===== src/rtl/ws2812b_frame_controller.sv =====
// rtl/ws2812b_frame_controller.sv - WS2812B frame sequencer: latch-gap detection, GRB pixel capture (optional stats: WS2812B_STATS_EN)
module ws2812b_frame_controller #(
    parameter int GAP_W = 16,
    parameter int IDX_W = 8
) (
    input  logic             clk,
    input  logic             rst_n,
    input  logic             en,
    input  logic             din_level,
    input  logic             bit_valid,
    input  logic             bit_value,
    input  logic [7:0]       threshold_cfg,
    input  logic [GAP_W-1:0] gap_cycles,
    input  logic [IDX_W-1:0] pixel_index,
    input  logic             clr,
    output logic [31:0]      dec_threshold,
    output logic             dec_reset,
    output logic [23:0]      pixel_grb,
    output logic             pixel_valid,
    output logic             frame_done,
    output logic             frame_err,
    output logic [IDX_W:0]   pixel_count,
    output logic [15:0]      frame_cnt,
    output logic [7:0]       err_cnt
);

    typedef enum logic [1:0] {S_DISABLED, S_SYNC, S_RECEIVE} state_t;

    state_t           state, state_next;
    logic [GAP_W-1:0] gap_cnt, gap_eff, gap_run;
    logic             gap_evt;
    logic             receiving;
    logic [23:0]      shift_q, shift_d;
    logic [4:0]       bit_cnt_q, bit_cnt_d;
    logic [IDX_W:0]   pix_cnt_q, pix_cnt_d;
    logic             capture, frame_gap, done_set, err_set;

    assign dec_threshold = {24'd0, threshold_cfg};

    // Gap detection: a zero threshold behaves as one; the event fires once, on the
    // cycle the low run reaches the threshold, so a long or saturated low is one event.
    always_comb begin
        gap_eff = (gap_cycles == '0) ? {{(GAP_W-1){1'b0}}, 1'b1} : gap_cycles;
        gap_run = (gap_cnt == '1) ? gap_cnt : gap_cnt + 1'b1;
        gap_evt = en && (state != S_DISABLED) && !din_level &&
                  (gap_run == gap_eff) && (gap_cnt != gap_eff);
    end

    // Low-run counter, idle while disabled
    always_ff @(posedge clk or negedge rst_n) begin
        if (!rst_n)                          gap_cnt <= '0;
        else if (!en || state == S_DISABLED) gap_cnt <= '0;
        else if (din_level)                  gap_cnt <= '0;
        else                                 gap_cnt <= gap_run;
    end

    // State register
    always_ff @(posedge clk or negedge rst_n) begin
        if (!rst_n) state <= S_DISABLED;
        else        state <= state_next;
    end

    // Next state: the first gap after enabling aligns to a frame boundary
    always_comb begin
        state_next = state;
        case (state)
            S_DISABLED: if (en) state_next = S_SYNC;
            S_SYNC:     if (gap_evt) state_next = S_RECEIVE;
            S_RECEIVE:  state_next = S_RECEIVE;
            default:    state_next = S_DISABLED;
        endcase
        if (!en) state_next = S_DISABLED;
    end

    // FSM outputs: decoder held in reset only while disabled
    always_comb begin
        dec_reset = (state == S_DISABLED);
    end

    // Bit assembly; a bit arriving with a gap is applied before the gap is processed
    always_comb begin
        receiving = en && (state == S_RECEIVE);
        shift_d   = shift_q;
        bit_cnt_d = bit_cnt_q;
        pix_cnt_d = pix_cnt_q;
        capture   = 1'b0;
        if (receiving && bit_valid) begin
            shift_d = {shift_q[22:0], bit_value};
            if (bit_cnt_q == 5'd23) begin
                bit_cnt_d = 5'd0;
                capture   = (pix_cnt_q == {1'b0, pixel_index});
                if (pix_cnt_q != '1) pix_cnt_d = pix_cnt_q + 1'b1;
            end else begin
                bit_cnt_d = bit_cnt_q + 5'd1;
            end
        end
        frame_gap = receiving && gap_evt;
        done_set  = frame_gap && (pix_cnt_d != '0);
        err_set   = frame_gap && (bit_cnt_d != 5'd0);
    end

    // Frame datapath and sticky flags; a set beats a simultaneous clr
    always_ff @(posedge clk or negedge rst_n) begin
        if (!rst_n) begin
            shift_q     <= '0;
            bit_cnt_q   <= '0;
            pix_cnt_q   <= '0;
            pixel_grb   <= '0;
            pixel_valid <= 1'b0;
            frame_done  <= 1'b0;
            frame_err   <= 1'b0;
            pixel_count <= '0;
        end else begin
            frame_done <= done_set;
            if (!receiving || frame_gap) begin
                shift_q   <= '0;
                bit_cnt_q <= '0;
                pix_cnt_q <= '0;
            end else begin
                shift_q   <= shift_d;
                bit_cnt_q <= bit_cnt_d;
                pix_cnt_q <= pix_cnt_d;
            end
            if (capture) pixel_grb <= shift_d;
            if (capture)  pixel_valid <= 1'b1;
            else if (clr) pixel_valid <= 1'b0;
            if (err_set)  frame_err <= 1'b1;
            else if (clr) frame_err <= 1'b0;
            if (frame_gap) pixel_count <= pix_cnt_d;
        end
    end

`ifdef WS2812B_STATS_EN
    // Lifetime statistics: frames wrap, errors saturate
    always_ff @(posedge clk or negedge rst_n) begin
        if (!rst_n) begin
            frame_cnt <= '0;
            err_cnt   <= '0;
        end else begin
            if (done_set) frame_cnt <= frame_cnt + 16'd1;
            if (err_set && err_cnt != 8'hFF) err_cnt <= err_cnt + 8'd1;
        end
    end
`else
    assign frame_cnt = '0;
    assign err_cnt   = '0;
`endif

endmodule

===== config.mk =====
export PLATFORM = sky130hd
export DESIGN_NAME = ws2812b_frame_controller
export DESIGN_NICKNAME = d
export VERILOG_FILES = /design/src/rtl/ws2812b_frame_controller.sv
export SDC_FILE = /design/constraint.sdc
export NUM_CORES = 1
export LEC_CHECK = 0
export ABC_CLOCK_PERIOD_IN_PS = 3770
export BUFFER_PORTS_ARGS = -buffer_cell sky130_fd_sc_hd__buf_2
export CORE_ASPECT_RATIO = 1.5
export CORE_UTILIZATION = 46
export DETAILED_ROUTE_END_ITERATION = 10
export PLACE_DENSITY = 0.76
export REMOVE_ABC_BUFFERS = 1
export SLEW_MARGIN = 10
export SYNTH_ARGS = -nofsm -noshare
export SYNTH_HDL_FRONTEND = slang
export SYNTH_SLANG_ARGS = --single-unit

===== constraint.sdc =====
create_clock -name clk -period 3.77 [get_ports clk]
set_input_delay 0.754 -clock clk [delete_from_list [all_inputs] [get_ports clk]]
set_output_delay 0.754 -clock clk [all_outputs]
set_load 0.02 [all_outputs]

# Yosys cells after proc, flatten, opt, wreduce, memory -nomap -nowiden
# Cells that the tools add are included.
# totals
output_inout_bits	93
in_bits	39
wordCells	64
regBits	92
# classes
mux	21
reduce_logical	21
eq_ne	9
add_sub_neg	3
# op_table
cell	n
2-to-1 mux 16 bit	4
2-to-1 mux 24 bit	2
2-to-1 mux 9 bit	4
adder 16 x 1 -> 16 bit (second input constant)	1
== test 16 bit	1
== test 16 bit (second input constant)	1
zero test 16 bit	1
!= test 16 bit	1
2-to-1 mux 5 bit	3
adder 9 x 1 -> 9 bit (second input constant)	1
== test 9 x 8 -> 1 bit	1
logical AND 1 bit	9
!= test 9 bit (second input constant)	1
nonzero test 9 bit	1
one-hot mux 2 bit (3 select lines)	1
nonzero test 2 bit	3
adder 5 x 1 -> 5 bit (second input constant)	1
== test 5 bit (second input constant)	1
2-to-1 mux 1 bit	5
nonzero test 5 bit	1
2-to-1 mux 2 bit	2
zero test 1 bit	3
!= test 3 bit (second input constant)	1
== test 2 x 1 -> 1 bit (second input constant)	1
3 further kinds	4

# Depth between registers and ports, before layout
# logic_depth
ltp_word	8
ltp_mapped	12
mapped_depth_nobuf	10

# Worst setup path before layout
# Ideal clock, no wire load.
# synth_path
kind	reg-to-reg
from	register gap_cnt[1]
to	register pixel_count[5]
slack_ns	0.578
n_path_buf	1
synth_period_minus_slack_ns	3.192
arrival_ns	3.064
path_stages_with_launch	11
setup_time_ns	0.128
t_required_ns	3.642
path_cell_list	dfrtp_1 > ha_1 > nand3_1 > buf_4 > o41ai_1 > xor2_1 > a2111oi_2 > nand4_1 > nor4_4 > nand2_2 > mux2_1
# synth_between
elab_chain_len	6
elab_cells_between_ends	8
classes_between	add/sub: 1; eq/ne: 3; mux: 1; reduce/logical: 3
# synth_lines
item	line_no	rtl
from (decl)	30	logic [GAP_W-1:0] gap_cnt, gap_eff, gap_run;
from (signal assigned)	54	else gap_cnt <= gap_run;
adder 16 x 1 -> 16 bit / == test 16 bit (equally long branches)	44	gap_run = (gap_cnt == '1) ? gap_cnt : gap_cnt + 1'b1;
2-to-1 mux 16 bit	44	
== test 16 bit	46	(gap_run == gap_eff) && (gap_cnt != gap_eff);
logical AND 1 bit	45	gap_evt = en && (state != S_DISABLED) && !din_level &&
logical AND 1 bit (*)	46	
logical AND 1 bit (*)	97	frame_gap = receiving && gap_evt;
to (signal assigned)	129	if (frame_gap) pixel_count <= pix_cnt_d;
to (decl)	22	output logic [IDX_W:0] pixel_count,
# Mark *: on every way between the ends. The rest lies on a longest branch, timed or not.
# A chain may end at the register's enable or synchronous reset.

# Final worst setup path
# Ends and elaborated chain as after synthesis.

==> flow_summary.toml <==
[run_status]
outcome = "finished clean"

[clocking]
insertion_delay_ps = 340
htreeDepth = 3
cts_setup_buffers = 0
ctsResizeCount = 0
cts_root_buffer = "clkbuf_16"
numClockSinks = 92
clk_pin_slew_ps = 70
cts_tree = "yes"
postCtsHoldBufs = 0
cts_buffers = 9
clock_path_buffers = 2

[yosys]
syn_area_sq_um = 5570
postSynthAreaPerCell_sq_um = 9.54
ys_ff_latch = 92
ys_warn_count = 0
yosys.cell_types.count = 64
synth_edf_count = 0
synth-seq-area-share_pct = 41.3
ys_async_sr_fraction_pct = 100
synthCells = 584
ys.flop_type = "dfrtp_1"

[placed_design]
detailed_place_hpwl_um = 9560
pre_cts_ws_ps = 440
port_buffers = 67
placed_cell_area_sq_um = 5840
gp_congestion = 1.01

[setup_path]
cp.arrival_ps = 3630
regToRegEndpoint = "pixel_count[5]"
reg2reg_from = "gap_cnt[1]"
reg2reg_slack_ps = 360
ff2ff_path_depth = 9
cp.required_ps = 3990
critPathSlowestCell = "dfrtp_1"
path_buf_inv = 0
worstPathCellList = "ha_1, and3_1, a31oi_1, a221oi_1, nor4b_2, nand4_1, nor4_4, nand2_2, mux2_1"
crit_fanout = 8
end_kind = "flip-flop"
cpLargestDelayFamily = "simple AND/OR/NAND/NOR gates"
cp-start-kind = "flip-flop"
slowest_delay_ps = 500
crit_type = "reg2reg"

[pwr]
power_frac_clock_pct = 40.0
p_sw_uw = 674
pwr-share-seq_pct = 44.8
powerDensity_nw_per_um2 = 368
power.static_leakage_uw = 0.00280
total_power_uw = 2260
ir_drop_mv = 0.198
swShare_pct = 29.8
combPwrFrac_pct = 15.2
intPower_uw = 1580

[global_route]
grt_max_degree = 50
antenna_found_initial = 0
grt_usage_pct = 21.1
globalRouteOverflowTotal = 0
grt_pass1_wl_um = 20700
grt_pass1_vias = 4132

[timing]
worst_pin_slew_ps = 856
max_freq_ghz = 0.294
setup_violations = 0
drv_slew = 0
setup_ws_ps = 364
finalHoldViolCount = 0
rsz0062_at_grt = "no"
fin_crit_sh_pct = 90.3
tns_ps = 0
fin_skew_ps = 8.40
relSlewSlack_pct = 42.4
hold_ws_ps = 409
fin_crit_ps = 3410

[final_layout]
final_area_sq_um = 6130
drive_gt1_share_pct = 19.0
seq_area_sq_um = 2300
syn_to_final_growth_pct = 10.1
nets = 683
antenna_cells = 0
multiInputGateArea_sq_um = 2810
fillers = 1054

[drt]
postRouteAntennaNets = 0
via_per_inst = 5.41
drc = 0
finalWirelength_um = 12900
drtPass1Iterations = 5
drt_iter0_drc = 208
num_vias = 4281
wire_per_inst_um = 16.2

[die]
num_rows = 48
die_w_um = 91.9
initial_core_util_pct = 47.8
die_y_um = 137
coreArea_sq_um = 11700
boundaryPins = 132
die-area_sq_um = 12600

[job]
drv_cap = 0

[worst_hold_path]
hp-class = "in2async"
-- cells in the mapped netlist (13+ instances only) --
| master | n | area [sq um] |
|---|---|---|
| nor2_1 | 53 | 199 |
| o21ai_0 | 31 | 155 |
| mux2i_1 | 39 | 390 |
| clkbuf_1 | 16 | 60.1 |
| xnor2_1 | 27 | 236 |
| nor3_1 | 13 | 65.1 |
| dfrtp_1 | 92 | 2300 |
| nand3_1 | 14 | 70.1 |
| xor2_1 | 21 | 184 |
| nand4_1 | 13 | 81.3 |
| buf_4 | 57 | 428 |
| inv_1 | 13 | 48.8 |
| nand2_1 | 53 | 199 |
-- power by group through the flow --
stage                     registers [uW]  clock network [uW]  logic (uW)
after floorplan                     1030                   0         214
after global placement              1030                   0         336
after detailed placement            1030                   0         343
after CTS                           1010                 924         345
after global routing                1010                 966         377
final                               1010                 904         343
-- registers in the layout, indices dropped and copies added, names as in the netlist --
| signal | cells |
|---|---|
| pixel_valid | 1 |
| pixel_grb | 24 |
| gap_cnt | 16 |
| frame_err | 1 |
| pixel_count | 9 |
| pix_cnt_q | 9 |
| shift_q | 24 |
| state | 2 |
| bit_cnt_q | 5 |
| frame_done | 1 |
-- layout make-up --
class	count	share of cell area (%)
well taps	150	3.06
clock buffers	9	3.67
multi-input cells	435	45.7
flip-flops and latches	92	37.5
clock inverters	7	1.18
repair buffers	86	8.04
inverters	13	0.795
-- placed cells by master (no fill, tap or decap), types with 6 or more instances in the layout --
master,n
a21oi_1,12
a31oi_1,10
and4_1,7
buf_2,66
buf_4,19
clkbuf_16,9
conb_1,48
dfrtp_1,92
ha_1,7
inv_1,13
mux2i_1,39
nand2_1,53
nand3_1,14
nand3b_1,6
nand4_1,13
nor2_1,53
nor2b_1,6
nor3_1,13
nor4_1,8
o21ai_0,31
xnor2_1,27
xor2_1,21
-- cell families after synthesis --
family / count (synthesis) / share of synthesized area (%)
and+or+nand+nor: 210 / 21.2
buffers and inverters: 104 / 11.5
DFF: 92 / 41.3
AOI/OAI and AO/OA: 81 / 9.32
xor gates and xnor gates: 48 / 7.55
muxes: 41 / 7.41
adders and majority gates: 7 / 1.57
other: 1 / 0.0673
-- how the worst max path moves through the flow --
stage | startpoint | to | slack [ps] | cells past startpoint
floorplan | gap_cnt[1] | bit_cnt_q[0] | 130 | 9
global placement | gap_cnt[1] | pixel_count[6] | 480 | 9
detailed placement | gap_cnt[1] | pixel_count[5] | 440 | 10
CTS | gap_cnt[1] | pixel_count[5] | 410 | 9
global route | gap_cnt[1] | pixel_count[7] | 130 | 10
finish | gap_cnt[1] | pixel_count[5] | 360 | 9
-- routing by layer --
metal  vias up  track usage, %  part of all wire [%]
met5         -               0                     0
met4         0            7.73                   2.1
met3        18            3.67                   5.1
met2       156            37.9                    53
met1      2068            25.2                    40
li1       2039               -                     -
-- worst register-to-register path: stages (launching register included) --
cell      delay (ps)
dfrtp_1          500
ha_1             280
and3_1           420
a31oi_1          260
a221oi_1         430
nor4b_2          300
nand4_1          180
nor4_4           390
nand2_2          190
mux2_1           340
-- metrics by stage --
stage	util (%)	instances
3_5_place_dp	50.1	776
4_1_cts	52.7	792
5_1_grt	52.7	792
6_report	52.7	792
2_1_floorplan	-	540
3_3_place_gp	50.1	776
No activity file was read; power rests on OpenSTA's default activity.
